`src/rtl/branch_predictor.sv`:
```
// 16-entry direct-mapped BTB with 2-bit saturating counters and execute-stage resolution.
// Optional performance counters are enabled by defining BP_PERF_CNT_EN.
module branch_predictor (
  input  logic        clk,
  input  logic        rst_n,
  input  logic [31:0] PCF,
  input  logic [31:0] PCE,
  input  logic        BranchE,
  input  logic        JumpE,
  input  logic [1:0]  PCSrcE,
  input  logic [31:0] PCTargetE,
  input  logic        PredTakenE,
  input  logic [31:0] PredTargetE,
  output logic        PredTakenF,
  output logic [31:0] PredTargetF,
  output logic        MispredictE,
  output logic [1:0]  RedirectSelE,
  output logic        FlushDE,
  output logic [31:0] BranchCnt,
  output logic [31:0] MispredCnt
);

  localparam int ENTRIES = 16;

  logic        valid  [ENTRIES];
  logic [5:0]  tag    [ENTRIES];
  logic [1:0]  ctr    [ENTRIES];
  logic [31:0] target [ENTRIES];

  logic [3:0] idx_f, idx_e;
  logic [5:0] tag_f, tag_e;
  logic       hit_f, hit_e, resolve, taken;
  logic       unused_pc_bits;

  assign idx_f = PCF[5:2];
  assign tag_f = PCF[11:6];
  assign idx_e = PCE[5:2];
  assign tag_e = PCE[11:6];
  assign unused_pc_bits = ^{PCF[31:12], PCF[1:0], PCE[31:12], PCE[1:0]};

  // Lookup reads the registered table, so a same-cycle update is never visible here.
  assign hit_f       = valid[idx_f] && (tag[idx_f] == tag_f);
  assign PredTakenF  = hit_f & ctr[idx_f][1];
  assign PredTargetF = PredTakenF ? target[idx_f] : PCF + 32'd4;

  assign hit_e   = valid[idx_e] && (tag[idx_e] == tag_e);
  assign resolve = BranchE | JumpE;
  assign taken   = |PCSrcE;

  assign MispredictE = resolve & ((taken != PredTakenE) |
                                  (taken & PredTakenE & (PredTargetE != PCTargetE)));
  assign FlushDE     = MispredictE;

  always_comb begin
    RedirectSelE = 2'b00;
    if (MispredictE) RedirectSelE = taken ? 2'b01 : 2'b10;
  end

  always_ff @(posedge clk or negedge rst_n) begin
    if (!rst_n) begin
      for (int i = 0; i < ENTRIES; i++) begin
        valid[i]  <= 1'b0;
        tag[i]    <= '0;
        ctr[i]    <= 2'b01;
        target[i] <= '0;
      end
    end else if (resolve) begin
      if (hit_e) begin
        if (taken) begin
          if (ctr[idx_e] != 2'b11) ctr[idx_e] <= ctr[idx_e] + 2'd1;
          target[idx_e] <= PCTargetE;
        end else if (ctr[idx_e] != 2'b00) begin
          ctr[idx_e] <= ctr[idx_e] - 2'd1;
        end
      end else if (taken) begin
        // A jump (including branch+jump together) allocates strongly taken.
        valid[idx_e]  <= 1'b1;
        tag[idx_e]    <= tag_e;
        target[idx_e] <= PCTargetE;
        ctr[idx_e]    <= JumpE ? 2'b11 : 2'b10;
      end
    end
  end

`ifdef BP_PERF_CNT_EN
  logic [31:0] branch_cnt, mispred_cnt;

  always_ff @(posedge clk or negedge rst_n) begin
    if (!rst_n) begin
      branch_cnt  <= '0;
      mispred_cnt <= '0;
    end else begin
      if (resolve)     branch_cnt  <= branch_cnt + 32'd1;
      if (MispredictE) mispred_cnt <= mispred_cnt + 32'd1;
    end
  end

  assign BranchCnt  = branch_cnt;
  assign MispredCnt = mispred_cnt;
`else
  assign BranchCnt  = '0;
  assign MispredCnt = '0;
`endif

endmodule

```
`config.mk`:
```
export PLATFORM = sky130hd
export DESIGN_NAME = branch_predictor
export DESIGN_NICKNAME = d
export VERILOG_FILES = /design/src/rtl/branch_predictor.sv
export SDC_FILE = /design/constraint.sdc
export NUM_CORES = 1
export LEC_CHECK = 0
export BUFFER_PORTS_ARGS = -buffer_cell sky130_fd_sc_hd__buf_2
export CORE_MARGIN = 3
export CORE_UTILIZATION = 36
export CTS_CLUSTER_SIZE = 16
export DETAILED_ROUTE_END_ITERATION = 16
export SYNTH_ARGS = -nofsm -noshare
export SYNTH_HDL_FRONTEND = slang
export SYNTH_SLANG_ARGS = --single-unit
```
`constraint.sdc`:
```
create_clock -name clk -period 4.6 [get_ports clk]
set_input_delay 0.92 -clock clk [delete_from_list [all_inputs] [get_ports clk]]
set_output_delay 0.92 -clock clk [all_outputs]
set_load 0.02 [all_outputs]
```
==> results of run 1 <==
## synth_stat cells, types with 7 or more instances
library cell / n / area, um2
sky130_fd_sc_hd__mux2i_1: 17 / 170
sky130_fd_sc_hd__or2_1: 10 / 62.6
sky130_fd_sc_hd__dfstp_2: 16 / 420
sky130_fd_sc_hd__xnor2_1: 57 / 499
sky130_fd_sc_hd__nor2b_1: 8 / 50.1
sky130_fd_sc_hd__nand2_1: 52 / 195
sky130_fd_sc_hd__mux4_2: 222 / 5000
sky130_fd_sc_hd__o21ai_0: 13 / 65.1
sky130_fd_sc_hd__o22ai_1: 8 / 50.1
sky130_fd_sc_hd__nand3_1: 19 / 95.1
sky130_fd_sc_hd__buf_1: 27 / 101
sky130_fd_sc_hd__mux2_1: 81 / 912
sky130_fd_sc_hd__buf_2: 16 / 80.1
sky130_fd_sc_hd__nor2_2: 10 / 62.6
sky130_fd_sc_hd__dfrtp_1: 640 / 16000
sky130_fd_sc_hd__clkbuf_1: 148 / 556
sky130_fd_sc_hd__nor2_1: 29 / 109
sky130_fd_sc_hd__buf_4: 69 / 518
sky130_fd_sc_hd__inv_1: 9 / 33.8
sky130_fd_sc_hd__xor2_1: 19 / 166
sky130_fd_sc_hd__nand4_1: 17 / 106
sky130_fd_sc_hd__mux2_2: 595 / 6700
sky130_fd_sc_hd__or2_2: 7 / 43.8
sky130_fd_sc_hd__o22ai_2: 9 / 113
## path summary, 6_finish.rpt
path                            from              end  slack, ps  depth (start not counted)
setup / recovery              PCF[2]  PredTargetF[27]         80                         10
hold / removal                 rst_n      target[390]        420                          1
setup reg to reg             tag[29]          ctr[29]        810                          8
hold reg to reg            valid[12]        valid[12]        500                          1
max in group asynchronous      rst_n          ctr[18]       3060                          2
min in group clk           valid[12]        valid[12]        500                          1
## sequential cells by signal (all words and copies together) (netlist names)
| name | count |
|---|---|
| valid | 16 |
| ctr | 32 |
| target | 512 |
| tag | 96 |
## critical path: cells and delay by family
family	cells	cell delay, ps
simple gates	2	410
buf+inv	4	650
mux	3	1400
xor+xnor	1	170
## stage by stage
| stage | setup WS [ps] | power, mW | TNS [ps] |
|---|---|---|---|
| final | 84.2 | 17.6 | 0 |
| after global routing | 5.47 | 18.5 | 0 |
| after CTS | -7.74 | 17.8 | -22.8 |
| after detailed placement | -95.2 | 11.7 | -2190 |
| after global placement | -88.2 | 11.4 | -2180 |
| after floorplan | -14.5 | 10.6 | -14.5 |
## cells by family after synthesis
| group | count (synthesis) | synth area share, % |
|---|---|---|
| mux | 915 | 39.3 |
| flops | 656 | 50.6 |
| buf+inv | 270 | 4.00 |
| simple gates | 176 | 2.70 |
| xor+xnor | 76 | 2.05 |
| compound gates | 49 | 1.20 |
| fa+ha+maj | 4 | 0.154 |
| other cells | 1 | 0.0115 |
## per-layer routing
layer	vias up	GRT usage, %
met3	155	2.81
met1	10400	24.7
li1	8101	-
met5	-	0
met2	491	31.9
met4	0	8.16
## what timing repair did
item                       CTS  global route
setup buffers                1             0
gates resized for setup     14             2
cloned                       3             0
pin swaps                    3             2
setup endpoints to repair   32            26
## final cells by class
cell class,instances,area [um2]
Antenna cell,2,5.00
Clock buffer,109,2240
Clock inverter,21,280
Fill cell,7956,51300
Inverter,9,33.8
Multi-Input combinational cell,1284,15100
Sequential cell,656,16400
Tap cell,1165,1460
Timing Repair Buffer,262,2070
## power groups by stage
| stage | registers (mW) | logic [mW] | clock network [mW] |
|---|---|---|---|
| after detailed placement | 8.09 | 3.59 | 0 |
| after floorplan | 7.80 | 2.75 | 0 |
| after CTS | 7.99 | 3.62 | 6.20 |
| final | 8.02 | 3.57 | 6.06 |
| after global routing | 8.16 | 3.86 | 6.43 |
| after global placement | 7.94 | 3.46 | 0 |
==> summary.txt, run 1 <==
Clocking
  • H-tree level count: 3
  • Clock latency reported for the late side of the worst-skew pair: 620 ps
  • CTS Sinks: 656
  • Hold-fix buffers, CTS: 0
  • Root Driver: sky130_fd_sc_hd__clkbuf_16
  • CTS tree: yes
  • Num CTS Buffers: 72
  • Clk slew on worst S/H paths: 60 ps
  • Maximum number of buffers from clock root to sink: 3

Pwr
  • Combinational fraction of design power: 20.2%
  • Sequential fraction of design power: 45.4%
  • Proportion of power drawn by the clock network: 34.4%
  • Power Dens Cells: 469 mW/mm2
  • Cell internal pwr: 13.1 mW
  • Switching power summed over all nets: 4.53 mW
  • Worst-case vdd ir drop: 230 uV
  • Switching Fraction: 25.7%
  • Pleak: 15.9 nW

Floorplanning
  • Initial Util: 36.6%
  • Die height: 306 um
  • Chip width: 306 um
  • Area enclosed by the die boundary: 0.0939 mm2
  • Core Box Area: 0.0889 mm2
  • IO Count: 236
  • # rows: 109

Detailed routing
  • Average wire length per cell after detail routing: 25.4 um
  • Number of vias per cell after detailed routing: 5.46
  • Detailed Routing Iterations Pass 1: 5
  • Number of nets still failing antenna checks after routing: 0
  • Count of vias placed by the detailed router: 19100
  • DR DRC count: 0
  • Max layer used: met4
  • Met3 wirelength from detailed routing: 3760 um
  • Detailed-route wire length on metal 1: 37800 um
  • First-iteration detailed-routing DRC count: 1131
  • Length of routed met2 wiring: 44200 um
  • Routed wire length: 89200 um

Final layout
  • Final #Nets: 2424
  • Fraction of final layout cells sized beyond drive strength 1: 53.8%
  • Syn-to-layout area delta: 15.7%
  • Cell area after layout: 0.0376 mm2
  • Fraction of the core area covered by cells at the end of the flow: 42.3%
  • Count of non-filler cells in the finished layout: 3508
  • Most used cells in the layout excluding fill and tap cells: 640 x sky130_fd_sc_hd__dfrtp_1, 592 x sky130_fd_sc_hd__mux2_2, 222 x sky130_fd_sc_hd__mux4_2, 142 x sky130_fd_sc_hd__buf_2, 86 x sky130_fd_sc_hd__buf_4
  • Most common library cell in the layout ignoring fill and taps: sky130_fd_sc_hd__dfrtp_1

Synthesis
  • Share of flip-flops with an asynchronous set or reset: 100%
  • Post-synthesis instance area: 0.0325 mm2
  • Sequential element share of the synthesized area: 50.6%
  • Avg Cell Area, Syn: 15.1 um2
  • Cell count after synthesis: 2147
  • Flip-flop and latch count after synthesis: 656
  • Number of unique standard cell types used by synthesis: 46
  • Leading register cell type out of synthesis: sky130_fd_sc_hd__dfrtp_1
  • Yosys warning count: 0
  • Number of enable flip-flop cells after synthesis: 0

GRT
  • Pin count of the biggest net entering global routing: 115
  • Total routing usage reported by global routing: 19.0%
  • Antenna violations before repair: 4
  • Leftover overflow at the end of global routing: 0
  • Global-route wire length before repair: 134000 um
  • Vias in the first global route: 20700

Timing
  • RSZ-0062 raised after global routing: no
  • Normalized max-slew margin: 31.5%
  • Maximum achievable frequency: 0.221 GHz
  • Final setup vio count: 0
  • Crit share post-route: 98.2%
  • Setup Skew: 23.6 ps
  • Shortest clock period the worst path allows after layout: 4520 ps
  • Actual slew at the worst max-slew pin: 1030 ps
  • Hold WS: 421 ps
  • Pins over their slew limit: 0
  • Total count of hold-check failures in the final report: 0

Setup path
  • Startpoint Class: input pin
  • Type of the worst setup path: input pin to output port
  • CP peak stage delay: 530 ps
  • Required time worst endpoint: 3680 ps
  • Biggest fanout along the worst timing path: 10
  • CP max stage cell: sky130_fd_sc_hd__mux4_2
  • Worst path cell trace: buf_16 -> mux4_2 -> mux4_2 -> xnor2_2 -> nand4_1 -> nor3_4 -> buf_12 -> buf_16 -> mux2_2 -> buf_2
  • Category of the worst setup path capture point: output port
  • Data arrival time at the worst-slack endpoint: 3600 ps

Worst hold path
  • Hold crit path type: input pin to async pin

Placed design
  • Total cell area at the placement stage: 0.0349 mm2
  • Port Buf Inserts: 149
  • DP Cell Count: 3372
  • Routability congestion estimate: 0.785
  • Placed wire-length estimate: 56500 um

Run
  • Count of max-cap constraint violations: 0

Status
  • Status: finished, final reports clean
Note: power is estimated with default switching activity, not from simulation.
==> run 2: changes to the inputs <==
--- a/config.mk
+++ b/config.mk
@@ -6,10 +6,13 @@
 export NUM_CORES = 1
 export LEC_CHECK = 0
 export BUFFER_PORTS_ARGS = -buffer_cell sky130_fd_sc_hd__buf_2
+export CELL_PAD_IN_SITES_DETAIL_PLACEMENT = 1
+export CELL_PAD_IN_SITES_GLOBAL_PLACEMENT = 2
 export CORE_MARGIN = 3
 export CORE_UTILIZATION = 36
 export CTS_CLUSTER_SIZE = 16
 export DETAILED_ROUTE_END_ITERATION = 16
+export PLACE_DENSITY_LB_ADDON = 0.1
 export SYNTH_ARGS = -nofsm -noshare
 export SYNTH_HDL_FRONTEND = slang
 export SYNTH_SLANG_ARGS = --single-unit
==> summary.txt, run 2 (synthesis gave the netlist of run 1 again) <==
Setup path
  • Category of the worst setup path capture point: output port
  • Reg-to-Reg Start: tag[41]
  • Type of the worst setup path: input pin to output port
  • Startpoint Class: input pin
  • Reg-to-reg setup timing slack: 1000 ps
  • Data arrival time at the worst-slack endpoint: 3710 ps
  • Depth of the worst register-to-register path: 10
  • Required time worst endpoint: 3680 ps
  • Biggest fanout along the worst timing path: 6
  • RR Endpoint: ctr[1]

Final layout
  • Final #Nets: 2452
  • Total area of multi-input combinational cells: 0.0152 mm2
  • Fraction of the core area covered by cells at the end of the flow: 42.7%
  • Fraction of final layout cells sized beyond drive strength 1: 53.9%
  • Most common library cell in the layout ignoring fill and taps: sky130_fd_sc_hd__dfrtp_1
  • Count of non-filler cells in the finished layout: 3534
  • Largest registers ranked by flip-flop count: target (512), tag (96), ctr (32)
  • Most used cells in the layout excluding fill and tap cells: 640 x sky130_fd_sc_hd__dfrtp_1, 571 x sky130_fd_sc_hd__mux2_2, 222 x sky130_fd_sc_hd__mux4_2, 119 x sky130_fd_sc_hd__buf_2, 104 x sky130_fd_sc_hd__buf_4
  • Number of flip-flops under the largest register name: 512
  • Number of filler instances in the final layout: 8798
  • Syn-to-layout area delta: 16.8%
  • Biggest register: target
  • Sequential cell area in the final layout: 0.0164 mm2

Timing
  • Actual slew at the worst max-slew pin: 1210 ps
  • Shortest clock period the worst path allows after layout: 4630 ps
  • RSZ-0062 raised after global routing: yes
  • Pins over their slew limit: 0
  • Maximum achievable frequency: 0.216 GHz
  • TNS Setup: -50.7 ps
  • Normalized max-slew margin: 18.8%
  • Final setup vio count: 6
  • Setup Skew: 13.5 ps
  • Total count of hold-check failures in the final report: 0
  • Crit share post-route: 101%
  • Final setup slack of the worst path: -26.0 ps

GRT
  • Antenna violations before repair: 6
  • Leftover overflow at the end of global routing: 0
  • Pin count of the biggest net entering global routing: 112
  • Global-route wire length before repair: 148000 um
  • Total routing usage reported by global routing: 21.4%
  • Vias in the first global route: 21400

Detailed routing
  • DR DRC count: 0
  • Length of routed met2 wiring: 50700 um
  • Detailed Routing Iterations Pass 1: 5
  • Number of nets still failing antenna checks after routing: 0
  • Average wire length per cell after detail routing: 28.4 um
  • Max layer used: met5
  • Routed wire length: 100000 um
  • Number of vias per cell after detailed routing: 5.42
  • Count of vias placed by the detailed router: 19200
  • Met3 wirelength from detailed routing: 3190 um
  • First-iteration detailed-routing DRC count: 1163
  • Detailed-route wire length on metal 1: 44100 um

Status
  • Failing checks: negative setup slack
  • Status: finished, violations left

Floorplanning
  • IO Count: 236
  • Chip width: 306 um
  • Core Box Area: 0.0889 mm2
  • Initial Util: 36.6%
  • Die height: 306 um
  • Area enclosed by the die boundary: 0.0939 mm2
  • # rows: 109

Pwr
  • Worst-case vdd ir drop: 300 uV
  • Total power: 17.6 mW
  • Pleak: 16.2 nW
  • Power Dens Cells: 465 mW/mm2

Placed design
  • Placed wire-length estimate: 62400 um
  • DP Cell Count: 3390
  • Port Buf Inserts: 149
  • Routability congestion estimate: 0.775

Clocking
  • Num CTS Buffers: 78
  • Clock latency reported for the late side of the worst-skew pair: 630 ps
  • H-tree level count: 3
  • Root Driver: sky130_fd_sc_hd__clkbuf_16
  • Maximum number of buffers from clock root to sink: 3
  • Clk slew on worst S/H paths: 50 ps
  • CTS Sinks: 656
  • CTS tree: yes

Worst hold path
  • Hold crit path type: input pin to async pin

Run
  • Count of max-cap constraint violations: 0
## run 2: changes by cell type in the layout (fill, tap and decap cells not counted), moves of 6 or more
| cell | before | now |
|---|---|---|
| sky130_fd_sc_hd__buf_6 | 1 | 27 |
| sky130_fd_sc_hd__buf_2 | 142 | 119 |
| sky130_fd_sc_hd__mux2_2 | 592 | 571 |
| sky130_fd_sc_hd__mux2_4 | 3 | 24 |
| sky130_fd_sc_hd__buf_4 | 86 | 104 |
| sky130_fd_sc_hd__clkbuf_1 | 12 | 24 |
| sky130_fd_sc_hd__bufinv_16 | 6 | 0 |
## run 2: critical path, stage by stage
cell                        delay (ps)
sky130_fd_sc_hd__buf_16            120
sky130_fd_sc_hd__mux4_2            530
sky130_fd_sc_hd__mux4_2            540
sky130_fd_sc_hd__xnor2_2           180
sky130_fd_sc_hd__nand4_1           250
sky130_fd_sc_hd__nor3_4            280
sky130_fd_sc_hd__buf_12            190
sky130_fd_sc_hd__clkbuf_16         200
sky130_fd_sc_hd__mux2i_1           270
sky130_fd_sc_hd__buf_4             190
## run 2: worst max path at each step
stage / from / end / slack [ps] / cells past startpoint
after floorplan: PCF[2] / PredTargetF[2] / -10 / 9
after global placement: PCF[2] / PredTargetF[4] / -120 / 12
after detailed placement: PCF[2] / PredTargetF[26] / -120 / 13
after CTS: PCF[2] / PredTargetF[27] / -20 / 11
after global routing: PCF[2] / PredTargetF[5] / -60 / 10
final: PCF[2] / PredTargetF[2] / -30 / 10
## run 2: layout make-up
class,count,share of cell area [%]
Inverter,9,0.0890
Sequential cell,656,43.3
Antenna cell,1,0.00659
Timing Repair Buffer,284,6.34
Clock inverter,15,0.372
Multi-Input combinational cell,1284,40.0
Tap cell,1165,3.84
Clock buffer,120,6.09
## run 2: report_power, final
group	switching, mW	internal (mW)	total [mW]
clock	2.49	3.47	5.96
sequential	0.781	7.25	8.03
combinational	1.43	2.22	3.65
total	4.70	12.9	17.6
## run 2: timing repair
item                       CTS  global route
hold buffers                 0             0
pin swaps                    2             4
gates resized for setup     18            74
cloned                       4             1
setup endpoints to repair   32            28
buffers inserted             3             1
## run 2: through the flow
stage	area, um2	setup WS, ps	hold slack, ps
4_1_cts	37700	-16.6	409
3_5_place_dp	35000	-123	476
2_1_floorplan	32800	-14.5	450
6_report	38000	-26.0	370
5_1_grt	38000	-59.9	435
3_3_place_gp	35000	-120	471
## run 2: routing by layer
layer,track usage [%],vias up
li1,-,8186
met1,28.4,10500
met2,37.1,328
met3,3.11,136
met4,5.03,4
met5,0,-
==> run 3: changes to the inputs <==
--- a/config.mk
+++ b/config.mk
@@ -5,14 +5,16 @@
 export SDC_FILE = /design/constraint.sdc
 export NUM_CORES = 1
 export LEC_CHECK = 0
+export ABC_AREA = 1
 export BUFFER_PORTS_ARGS = -buffer_cell sky130_fd_sc_hd__buf_2
 export CELL_PAD_IN_SITES_DETAIL_PLACEMENT = 1
 export CELL_PAD_IN_SITES_GLOBAL_PLACEMENT = 2
 export CORE_MARGIN = 3
-export CORE_UTILIZATION = 36
+export CORE_UTILIZATION = 33
 export CTS_CLUSTER_SIZE = 16
 export DETAILED_ROUTE_END_ITERATION = 16
 export PLACE_DENSITY_LB_ADDON = 0.1
+export SETUP_SLACK_MARGIN = 0.05
 export SYNTH_ARGS = -nofsm -noshare
 export SYNTH_HDL_FRONTEND = slang
 export SYNTH_SLANG_ARGS = --single-unit
==> summary.txt, run 3 <==
Detailed routing
  • Number of nets still failing antenna checks after routing: 0
  • Met3 wirelength from detailed routing: 5380 um
  • First-iteration detailed-routing DRC count: 2166
  • Average wire length per cell after detail routing: 23.6 um
  • Count of vias placed by the detailed router: 29500
  • Detailed-route wire length on metal 1: 62700 um
  • DR DRC count: 0
  • Detailed Routing Iterations Pass 1: 5
  • Length of routed met2 wiring: 59700 um
  • Routed wire length: 131000 um
  • Number of vias per cell after detailed routing: 5.31
  • Max layer used: met5

Timing
  • Normalized max-slew margin: 27.7%
  • TNS Setup: 0 ps
  • Hold WS: 272 ps
  • Shortest clock period the worst path allows after layout: 4440 ps
  • Actual slew at the worst max-slew pin: 1080 ps
  • Pins over their slew limit: 0
  • Crit share post-route: 96.5%
  • Final setup slack of the worst path: 161 ps
  • Setup Skew: 33.2 ps
  • Maximum achievable frequency: 0.225 GHz
  • RSZ-0062 raised after global routing: no
  • Total count of hold-check failures in the final report: 0
  • Final setup vio count: 0

Synthesis
  • Adder-Cell Fraction of Synth Area: 0.153%
  • Leading register cell type out of synthesis: sky130_fd_sc_hd__dfrtp_1
  • Top-area cell type share of the netlist area: 48.9%
  • Yosys warning count: 0
  • Avg Cell Area, Syn: 7.79 um2
  • Dominant cell by count in the synthesized netlist: sky130_fd_sc_hd__nand2_1
  • Number of unique standard cell types used by synthesis: 40
  • Leading area contributor after synthesis: sky130_fd_sc_hd__dfrtp_1
  • Number of enable flip-flop cells after synthesis: 0
  • Flip-flop and latch count after synthesis: 656
  • Sequential element share of the synthesized area: 50.2%
  • Cell types occupying the most area after synthesis: sky130_fd_sc_hd__dfrtp_1 49%, sky130_fd_sc_hd__nand2_1 14%, sky130_fd_sc_hd__o21ai_0 13%
  • Simple-gate portion of the synthesized area: 23.7%
  • Multiplexer area fraction after synthesis: 0.0305%
  • Largest family of logic cells by synthesized area: simple AND/OR/NAND/NOR gates
  • Cell count after synthesis: 4206
  • Share of flip-flops with an asynchronous set or reset: 100%
  • Compound-Gate Fraction of Synth Area: 17.4%
  • Xor-xnor portion of the synthesized cell area: 1.52%
  • Post-synthesis instance area: 0.0328 mm2
  • Commonest cells post-synth: 1231 x sky130_fd_sc_hd__nand2_1, 859 x sky130_fd_sc_hd__o21ai_0, 640 x sky130_fd_sc_hd__dfrtp_1

Final layout
  • Cell area after layout: 0.0376 mm2
  • Syn-to-layout area delta: 14.8%
  • Final #Nets: 4362
  • Fraction of the core area covered by cells at the end of the flow: 38.5%
  • Largest registers ranked by flip-flop count: target (512), tag (96), ctr (32)
  • Most common library cell in the layout ignoring fill and taps: sky130_fd_sc_hd__nand2_1
  • Number of flip-flops under the largest register name: 512
  • Total area of multi-input combinational cells: 0.0144 mm2
  • Biggest register: target
  • Fraction of final layout cells sized beyond drive strength 1: 10.7%
  • Most used cells in the layout excluding fill and tap cells: 1214 x sky130_fd_sc_hd__nand2_1, 858 x sky130_fd_sc_hd__o21ai_0, 640 x sky130_fd_sc_hd__dfrtp_1, 350 x sky130_fd_sc_hd__nor2_1, 250 x sky130_fd_sc_hd__nand3_1
  • Sequential cell area in the final layout: 0.0164 mm2
  • Number of filler instances in the final layout: 11800
  • Count of non-filler cells in the finished layout: 5566

Pwr
  • Switching power summed over all nets: 5.39 mW
  • Sequential fraction of design power: 44.5%
  • Total power: 17.5 mW
  • Cell internal pwr: 12.1 mW
  • Combinational fraction of design power: 17.1%
  • Pleak: 17.7 nW
  • Proportion of power drawn by the clock network: 38.4%
  • Switching Fraction: 30.8%
  • Worst-case vdd ir drop: 261 uV
  • Power Dens Cells: 466 mW/mm2

Floorplanning
  • Core Box Area: 0.0976 mm2
  • IO Count: 236
  • Initial Util: 33.6%
  • Area enclosed by the die boundary: 0.103 mm2
  • Chip width: 321 um
  • Die height: 321 um
  • # rows: 114

Clocking
  • CTS Sinks: 656
  • CTS tree: yes
  • Maximum number of buffers from clock root to sink: 3
  • Num CTS Buffers: 82
  • Clock latency reported for the late side of the worst-skew pair: 670 ps
  • Hold-fix buffers, CTS: 0
  • Clk slew on worst S/H paths: 60 ps
  • H-tree level count: 3
  • Root Driver: sky130_fd_sc_hd__clkbuf_16

GRT
  • Antenna violations before repair: 4
  • Total routing usage reported by global routing: 25.4%
  • Global-route wire length before repair: 198000 um
  • Leftover overflow at the end of global routing: 0
  • Pin count of the biggest net entering global routing: 112
  • Vias in the first global route: 29900

Status
  • Status: finished, final reports clean

Setup path
  • Data arrival time at the worst-slack endpoint: 3520 ps
  • Type of the worst setup path: input pin to output port
  • Category of the worst setup path capture point: output port
  • Required time worst endpoint: 3680 ps
  • Startpoint Class: input pin
  • Biggest fanout along the worst timing path: 30

Run
  • Count of max-cap constraint violations: 0

Placed design
  • Placed wire-length estimate: 78900 um
  • DP Cell Count: 5415
  • Total cell area at the placement stage: 0.0348 mm2
  • Port Buf Inserts: 149
  • Post-place setup slack: 48.0 ps
  • Routability congestion estimate: 0.799

Worst hold path
  • Hold crit path type: input pin to async pin
-- run 3: cell types whose count changed in the layout (fill, tap and decap cells not counted), sizes merged, moves of 33 or more --
cell | previous run | this run
o22ai | 17 | 90
nand3 | 19 | 254
mux2 | 676 | 0
nand2 | 52 | 1235
o21ai | 13 | 865
o221ai | 1 | 48
mux4 | 222 | 0
nand4 | 17 | 50
inv | 11 | 112
nor2 | 39 | 359
-- run 3: logic make-up after synthesis --
family                     count (synthesis)
DFF                                      656
muxes                                      1
adders and majority gates                  4
other                                      1
buffers and inverters                    507
and+or+nand+nor                         1922
AOI/OAI and AO/OA                       1058
xor gates and xnor gates                  57
-- run 3: worst max-delay path, stage by stage --
cell and delay (ps):
sky130_fd_sc_hd__buf_8 130, sky130_fd_sc_hd__inv_8 210, sky130_fd_sc_hd__buf_4 220, sky130_fd_sc_hd__nor2_1 50, sky130_fd_sc_hd__o211ai_1 290, sky130_fd_sc_hd__nand3_1 220
sky130_fd_sc_hd__nand3_1 140, sky130_fd_sc_hd__xor2_1 150, sky130_fd_sc_hd__nor2_1 80, sky130_fd_sc_hd__nand2_2 150, sky130_fd_sc_hd__nor2_4 80, sky130_fd_sc_hd__buf_4 170
sky130_fd_sc_hd__o21ai_0 430, sky130_fd_sc_hd__buf_2 270
-- run 3: cell type report --
class	count	share of cell area, %
antenna	2	0.0133
clock buffer	128	6.58
clock inverter	21	0.818
inverter	109	1.13
multi-input combinational	3106	38.4
sequential	656	43.7
tap	1276	4.25
timing repair buffer	268	5.15
-- run 3: what timing repair did --
item | CTS | global route
pin swaps | 0 | 2
endpoints found under the hold margin | 0 | 0
gates cloned | 0 | 0
setup endpoints to repair | 1 | 25
buffers inserted | 0 | 0
gates resized for setup | 1 | 11
-- run 3: final timing paths --
kind,start,end,slack (ps),cells after the start
worst max register to register,tag[7],tag[7],1810,17
min in group clk,ctr[0],ctr[0],470,2
worst max-delay path,PCF[2],PredTargetF[12],160,14
worst min-delay path,rst_n,valid[9],270,1
max in group asynchronous,rst_n,target[316],3200,2
worst min register to register,ctr[0],ctr[0],470,2
-- run 3: power groups by stage --
stage | registers, mW | clock network, mW | logic (mW)
6_report | 7.79 | 6.72 | 3.00
5_1_grt | 7.95 | 7.13 | 3.47
4_1_cts | 7.78 | 6.89 | 3.03
3_5_place_dp | 7.86 | 0 | 3.02
3_3_place_gp | 7.84 | 0 | 2.94
2_1_floorplan | 7.65 | 0 | 2.06
-- run 3: layer usage --
| layer | vias up | GRT usage, % |
|---|---|---|
| li1 | 13900 | - |
| met1 | 14800 | 36.2 |
| met2 | 625 | 40.7 |
| met3 | 182 | 3.44 |
| met4 | 4 | 6.86 |
| met5 | - | 0 |
